File: config.mk
export PLATFORM = sky130hd
export DESIGN_NAME = watch_dp_flat
export DESIGN_NICKNAME = d
export VERILOG_FILES = /design/src/rtl/watch_pkg.sv /design/src/rtl/watch_dp_if.sv /design/src/rtl/watch_dp_tick_gen.sv /design/src/rtl/watch_dp.sv /design/src/flat_wrapper.sv
export SDC_FILE = /design/constraint.sdc
export NUM_CORES = 1
export LEC_CHECK = 0
export ABC_AREA = 1
export BUFFER_PORTS_ARGS = -buffer_cell sky130_fd_sc_hd__clkbuf_2
export CORE_MARGIN = 2
export CORE_UTILIZATION = 28
export DETAILED_ROUTE_END_ITERATION = 12
export HOLD_SLACK_MARGIN = 0.12
export PLACE_DENSITY = 0.45
export SYNTH_ARGS = -nofsm -noshare
export SYNTH_HDL_FRONTEND = slang
export SYNTH_HIERARCHICAL = 1
export SYNTH_SLANG_ARGS = --single-unit
File: constraint.sdc
create_clock -name clk -period 1.9 [get_ports clk]
set_input_delay 0 -clock clk [delete_from_list [all_inputs] [get_ports clk]]
set_output_delay 0 -clock clk [all_outputs]
set_load 0.03 [all_outputs]
File: src/rtl/watch_pkg.sv
// Shared definitions for the watch: mode encodings, field limits/widths and a wrap helper.
package watch_pkg;

  typedef enum logic [1:0] {
    MODE_RUN      = 2'b00,
    MODE_ADJ_SEC  = 2'b01,
    MODE_ADJ_MIN  = 2'b10,
    MODE_ADJ_HOUR = 2'b11
  } mode_e;

  localparam int MSEC_W = 7;
  localparam int SEC_W  = 6;
  localparam int MIN_W  = 6;
  localparam int HOUR_W = 5;

  localparam int MSEC_MAX = 99;
  localparam int SEC_MAX  = 59;
  localparam int MIN_MAX  = 59;
  localparam int HOUR_MAX = 23;

  // One step up or down inside 0..max_v, wrapping at both ends.
  function automatic logic [6:0] step_wrap(input logic [6:0] v, input logic [6:0] max_v,
                                           input logic up);
    if (up) return (v == max_v) ? 7'd0 : v + 7'd1;
    return (v == 7'd0) ? max_v : v - 7'd1;
  endfunction

endpackage

File: src/rtl/watch_dp_if.sv
// Control-unit to datapath bundle: mode and one-cycle command pulses in, registered time fields out.
// Handshake: no valid/ready; inc/dec/clear are single-cycle pulses acted on at the edge that samples
// them, and the time fields/tick are always valid, updated one edge after the causing input.
interface watch_dp_if;
  import watch_pkg::*;

  logic [1:0]        digit_mode;
  logic              inc;
  logic              dec;
  logic              clear;
  logic [MSEC_W-1:0] msec;
  logic [SEC_W-1:0]  sec;
  logic [MIN_W-1:0]  min;
  logic [HOUR_W-1:0] hour;
  logic              tick;

  modport master (output digit_mode, inc, dec, clear,
                  input  msec, sec, min, hour, tick);
  modport slave  (input  digit_mode, inc, dec, clear,
                  output msec, sec, min, hour, tick);

endinterface

File: src/rtl/watch_dp_tick_gen.sv
// Centisecond prescaler: counts while enabled, holds when disabled, flags the wrapping cycle.
module tick_gen #(
  parameter int unsigned CLK_FREQ = 100_000_000,
  parameter int unsigned TICK_HZ  = 100
) (
  input  logic clk,
  input  logic rst,
  input  logic en,
  input  logic clr,
  output logic tick
);

  localparam int unsigned DIV = CLK_FREQ / TICK_HZ;
  localparam int unsigned CW  = (DIV > 1) ? $clog2(DIV) : 1;
  localparam logic [CW-1:0] LAST = CW'(DIV - 1);

  logic [CW-1:0] cnt_q, cnt_d;

  // clr wins over the wrap so a clear never produces a tick in the same cycle.
  assign tick = en && !clr && (cnt_q == LAST);

  always_comb begin
    cnt_d = cnt_q;
    if (clr)     cnt_d = '0;
    else if (en) cnt_d = (cnt_q == LAST) ? '0 : cnt_q + CW'(1);
  end

  always_ff @(posedge clk) begin
    if (rst) cnt_q <= '0;
    else     cnt_q <= cnt_d;
  end

endmodule

File: src/rtl/watch_dp.sv
// Watch timekeeping datapath: hh:mm:ss.cc counters with RUN ripple-carry and per-field adjust.
module watch_dp
  import watch_pkg::*;
#(
  parameter int unsigned CLK_FREQ = 100_000_000,
  parameter int unsigned TICK_HZ  = 100
) (
  input  logic       clk,
  input  logic       rst,
  watch_dp_if.slave  bus
);

  logic run, pre_tick;
  logic [MSEC_W-1:0] msec_q, msec_d;
  logic [SEC_W-1:0]  sec_q,  sec_d;
  logic [MIN_W-1:0]  min_q,  min_d;
  logic [HOUR_W-1:0] hour_q, hour_d;
  logic              tick_q, tick_d;

  assign run = (bus.digit_mode == MODE_RUN);

  tick_gen #(.CLK_FREQ(CLK_FREQ), .TICK_HZ(TICK_HZ)) u_tick_gen (
    .clk  (clk),
    .rst  (rst),
    .en   (run),
    .clr  (bus.clear),
    .tick (pre_tick)
  );

  always_comb begin
    msec_d = msec_q;
    sec_d  = sec_q;
    min_d  = min_q;
    hour_d = hour_q;
    tick_d = 1'b0;
    if (bus.clear) begin
      msec_d = '0;
      sec_d  = '0;
      min_d  = '0;
      hour_d = '0;
    end else if (!run && (bus.inc || bus.dec)) begin
      // inc outranks dec; adjusting never carries into neighbouring fields.
      case (mode_e'(bus.digit_mode))
        MODE_ADJ_SEC:  sec_d  = SEC_W'(step_wrap(7'(sec_q), 7'(SEC_MAX), bus.inc));
        MODE_ADJ_MIN:  min_d  = MIN_W'(step_wrap(7'(min_q), 7'(MIN_MAX), bus.inc));
        MODE_ADJ_HOUR: hour_d = HOUR_W'(step_wrap(7'(hour_q), 7'(HOUR_MAX), bus.inc));
        default: ;
      endcase
    end else if (pre_tick) begin
      tick_d = 1'b1;
      msec_d = MSEC_W'(step_wrap(msec_q, 7'(MSEC_MAX), 1'b1));
      if (msec_q == MSEC_W'(MSEC_MAX)) begin
        sec_d = SEC_W'(step_wrap(7'(sec_q), 7'(SEC_MAX), 1'b1));
        if (sec_q == SEC_W'(SEC_MAX)) begin
          min_d = MIN_W'(step_wrap(7'(min_q), 7'(MIN_MAX), 1'b1));
          if (min_q == MIN_W'(MIN_MAX))
            hour_d = HOUR_W'(step_wrap(7'(hour_q), 7'(HOUR_MAX), 1'b1));
        end
      end
    end
  end

  always_ff @(posedge clk) begin
    if (rst) begin
      msec_q <= '0;
      sec_q  <= '0;
      min_q  <= '0;
      hour_q <= '0;
      tick_q <= 1'b0;
    end else begin
      msec_q <= msec_d;
      sec_q  <= sec_d;
      min_q  <= min_d;
      hour_q <= hour_d;
      tick_q <= tick_d;
    end
  end

  assign bus.msec = msec_q;
  assign bus.sec  = sec_q;
  assign bus.min  = min_q;
  assign bus.hour = hour_q;
  assign bus.tick = tick_q;

endmodule
File: src/flat_wrapper.sv
// flat-port wrapper written by rule: the top's interface ports become plain ports
module watch_dp_flat import watch_pkg::*;
#(
  parameter int unsigned CLK_FREQ = 100_000_000,
  parameter int unsigned TICK_HZ  = 100
)
  (clk, rst, bus_digit_mode, bus_inc, bus_dec, bus_clear, bus_msec, bus_sec, bus_min, bus_hour, bus_tick);
  watch_dp_if bus_i ();
  input  logic clk;
  input  logic rst;
  input wire logic [$bits(bus_i.digit_mode)-1:0] bus_digit_mode;
  input wire logic [$bits(bus_i.inc)-1:0] bus_inc;
  input wire logic [$bits(bus_i.dec)-1:0] bus_dec;
  input wire logic [$bits(bus_i.clear)-1:0] bus_clear;
  output wire logic [$bits(bus_i.msec)-1:0] bus_msec;
  output wire logic [$bits(bus_i.sec)-1:0] bus_sec;
  output wire logic [$bits(bus_i.min)-1:0] bus_min;
  output wire logic [$bits(bus_i.hour)-1:0] bus_hour;
  output wire logic [$bits(bus_i.tick)-1:0] bus_tick;
  assign bus_i.digit_mode = bus_digit_mode;
  assign bus_i.inc = bus_inc;
  assign bus_i.dec = bus_dec;
  assign bus_i.clear = bus_clear;
  assign bus_msec = bus_i.msec;
  assign bus_sec = bus_i.sec;
  assign bus_min = bus_i.min;
  assign bus_hour = bus_i.hour;
  assign bus_tick = bus_i.tick;
  watch_dp #(.CLK_FREQ(CLK_FREQ), .TICK_HZ(TICK_HZ)) u_core (.clk(clk), .rst(rst), .bus(bus_i));
endmodule
==> results summary <==
The run finished with clean final reports. The worst setup path is of the register to register kind. Across all layers, the routed design uses approximately 3200 vias. The clock transition at the registers of the reported paths came out at 0.06 ns. By area the synthesized netlist is led by sky130_fd_sc_hd__dfxtp_1 28%, sky130_fd_sc_hd__nand2_1 15%, sky130_fd_sc_hd__nor2_1 9.1%. The switching power summed over all nets is 552.6 µW. Across the run, the number of max-cap violations was 0. During I/O placement, the number of pins put on the boundary was 32.

The post-layout minimum cycle time is 1.756 ns. The first detailed-routing pass ran for 4 iterations. The worst setup path is captured at a register.

Once the floorplan was initialized, standard cells occupied between 20% and 30% of the core. The count of routing violations after the opening detailed-route iteration came out at about 200. The fraction of power spent switching nets came out at between 20% and 30%. The top fanout value on the critical path came out at 6.

The maximum count of clock buffers along a single path is 2. In this run the core area contains 39 standard-cell rows. The ratio of total power to cell area came out at around 540 nW/µm². Counting flops and latches in the post-synthesis netlist gives 45.

The number of nets in the layout came out at 583. In this run the critical register-to-register path is launched from u_core/u_tick_gen/cnt_q[1]$_SDFFE_PP0P_. The period utilization came out at 92.44%. The overflow left after global routing is 0. The final core area utilization is roughly 34%.

The worst hold margin came out at 0.1627 ns. At the pin with the least slew margin, the transition time is roughly 0.46 ns. The number of sinks driven by the clock tree came out at 45. The via count of the first global-routing pass is 2922. Leaving out fill and tap cells, the most frequent cell in the layout is sky130_fd_sc_hd__nand2_1. The horizontal die dimension is 111.4 µm. The net count of the mapped netlist is about 530.

The share of the yosys chip area belonging to registers came out at between 20 and 30%. STA classifies the critical path startpoint as a register. The minimum setup slack among reg-to-reg paths is 0.14 ns.

In this run the static leakage power is approximately 1.7 nW. The cell area that synthesis handed to floorplanning was 3228 µm². For the final database, setup skew stands at around 0.0027 ns.

Setup repair after global routing could not meet its margin everywhere. The endpoint required time on the critical path came out at 2.09 ns. The final number of hold-violating endpoints was 0. The worst hold path belongs to the class primary input to register. The number of max-slew violations in the final report is 0. The last weighted congestion value of the routability-driven placer came out at 0.8522. The most critical setup path has its startpoint at u_core/u_tick_gen/cnt_q[1]$_SDFFE_PP0P_. The detailed-route wire length per cell is 11.79 µm.

The number of remaining DRC errors came out at 0. The number of different library cells used by synthesis comes to 35. The headroom to the max-slew limit is 69.47%.

The clock latency on the worst-skew pair came out at 0.29 ns. Dividing the detail-routed via count by the number of cells gives 4.537. The internal portion of total power is 1.528 mW. The number of setup violations in the final report came out at 0. The number of diodes added for antenna fixing is 0.

The count of warnings emitted by yosys came out at 6. The logic depth of the worst register-to-register path came out at 14. The initial antenna violation count is 0. The quantity of hold-fixing buffers added after cts came out at 0.

The pin count of the biggest net entering global routing is 13. The portion of synthesized cell area occupied by the leading cell type is between 20% and 30%. The final layout contains routed wiring with a total length of about 8400 µm. In this run the standard cell core region covers 11320 µm². Global routing consumed, over all layers together, 13.96% of the routing resources. The H-tree generated during clock tree synthesis spans 2 levels. The synthesized design spends more area on one cell type than any other, namely sky130_fd_sc_hd__dfxtp_1. The number of port buffers came out at 31. Static timing analysis puts the maximum clock frequency at 569.4 MHz. The count of nets left with antenna violations after detail routing came out at 0. The synthesized netlist cell count came out at 510. The part of the power in the clock network came out at around two fifths. The total of fill cells in the finished design came out at 1238. The arrival time at the worst endpoint is 1.94 ns. The HPWL reported at the end of detailed placement is 6549 µm. The clock tree from TritonCTS is built. The number of clock buffers inserted by TritonCTS came out at 5. The clock root buffer master is sky130_fd_sc_hd__clkbuf_16. The combinational power share came out at 12.3%. The library cells used most frequently in the layout, excluding fill and tap cells, are 129 x sky130_fd_sc_hd__nand2_1, 75 x sky130_fd_sc_hd__nor2_1, 49 x sky130_fd_sc_hd__nand3_1. The layout overhead on the synthesized area came out at 20.43%. Following the worst setup path forward leads to its endpoint at u_core/bus.hour[4]$_SDFFE_PP0P_.

The post-synthesis average cell area is 6.330 µm². The maximum ir drop on the vdd rail came out at 0.2670 mV. The first-pass GRT wire length came out at 14240 µm. The capture point of the worst reg-to-reg path is u_core/bus.hour[4]$_SDFFE_PP0P_. The post-route setup TNS came out at 0 ns.

The die height is 111.4 µm. The fraction of power consumed by sequential logic is a little under half. The share of layout cells above drive strength 1 is 24.16%.

The die footprint came out at 12400 µm².
## power groups by stage
stage	logic [mW]	registers [mW]	clock network [mW]
final	0.257	0.972	0.852
after global routing	0.286	0.974	0.933
after CTS	0.254	0.971	0.894
after detailed placement	0.253	0.993	0
after global placement	0.254	0.993	0
after floorplan	0.170	1.00	0
## routing by layer
metal / wire, µm / track usage, %
met3: 294 / 2.722
met2: 3494 / 20.37
met1: 4440 / 20.74
met5: 0 / 0
met4: 138 / 4.280
## cells in the mapped netlist (all sizes together)
| master | instances |
|---|---|
| and2 | 1 |
| nand2 | 148 |
| buf | 7 |
| inv | 64 |
| ha | 10 |
| nand3b | 1 |
| or2 | 4 |
| nor2 | 99 |
| nand3 | 54 |
| clkinv | 3 |
| o21ai | 22 |
| o211ai | 3 |
| nor3b | 1 |
| mux2i | 1 |
| a21oi | 17 |
| xnor2 | 2 |
| o21bai | 2 |
| dfxtp | 45 |
| nor3 | 3 |
| nand4 | 6 |
| xor2 | 17 |
## worst min path at each step
stage / startpoint / endpoint / slack (ns) / depth (start not counted)
6_report: rst / u_core/bus.hour[1]$_SDFFE_PP0P_ / 0.16 / 5
5_1_grt: rst / u_core/bus.hour[3]$_SDFFE_PP0P_ / 0.18 / 5
4_1_cts: rst / u_core/bus.hour[3]$_SDFFE_PP0P_ / 0.16 / 5
3_3_place_gp: u_core/bus.tick$_SDFF_PP0_ / bus_tick / 0.46 / 1
3_5_place_dp: u_core/bus.tick$_SDFF_PP0_ / bus_tick / 0.46 / 1
2_1_floorplan: rst / u_core/u_tick_gen/cnt_q[14]$_SDFFE_PP0P_ / 0.19 / 3
## what timing repair did
action | CTS | global route
resized for setup | 1 | 15
pin swaps | 0 | 6
endpoints found under the setup margin | 6 | 22
buffers inserted | 0 | 2
## metrics by stage
step,cells,power (mW),setup slack [ns],cell area [µm²]
2_1_floorplan,510,1.174,0.1147,3228
3_3_place_gp,700,1.247,0.08665,3680
3_5_place_dp,700,1.246,-0.006624,3680
4_1_cts,708,2.119,-0.00009814,3819
5_1_grt,710,2.193,-0.01912,3887
6_report,710,2.081,0.1437,3887
## area by class of cell
type	count	area (µm²)	share of cell area, %
multi-input cells	391	2066	53.14
repair buffers	56	342.8	8.819
clock buffers	8	136.4	3.508
well taps	143	178.9	4.603
inverters	67	259.0	6.662
flip-flops and latches	45	904.6	23.27
## cells by family after synthesis
family | after synthesis | synth area share [%]
flip-flops | 45 | 27.91
XOR/XNOR | 19 | 5.155
buffers and inverters | 74 | 9.729
multiplexers | 1 | 0.3101
AO/OA/AOI/OAI | 44 | 7.442
adder cells (fa/ha/maj) | 10 | 3.876
AND/OR/NAND/NOR | 317 | 45.58
## registers in the layout, summed over array words and instances (netlist names)
| signal | count |
|---|---|
| u_core/bus.hour | 5 |
| u_core/bus.sec | 6 |
| u_core/u_tick_gen/cnt_q | 20 |
| u_core/bus.tick | 1 |
| u_core/bus.min | 6 |
| u_core/bus.msec | 7 |
## critical path, cell delays in order (launching register included)
cell	delay, ns
sky130_fd_sc_hd__dfxtp_2	0.36
sky130_fd_sc_hd__ha_4	0.15
sky130_fd_sc_hd__nand3_2	0.08
sky130_fd_sc_hd__nor2_2	0.10
sky130_fd_sc_hd__nand3_2	0.11
sky130_fd_sc_hd__nor2_4	0.13
sky130_fd_sc_hd__nand2_2	0.08
sky130_fd_sc_hd__nor2_4	0.13
sky130_fd_sc_hd__nand2_4	0.08
sky130_fd_sc_hd__nor2_4	0.10
sky130_fd_sc_hd__nand2_4	0.08
sky130_fd_sc_hd__nand2_4	0.08
sky130_fd_sc_hd__inv_2	0.05
sky130_fd_sc_hd__nor2_1	0.08
sky130_fd_sc_hd__nor2_1	0.05
(Power assumes the default switching activity.)
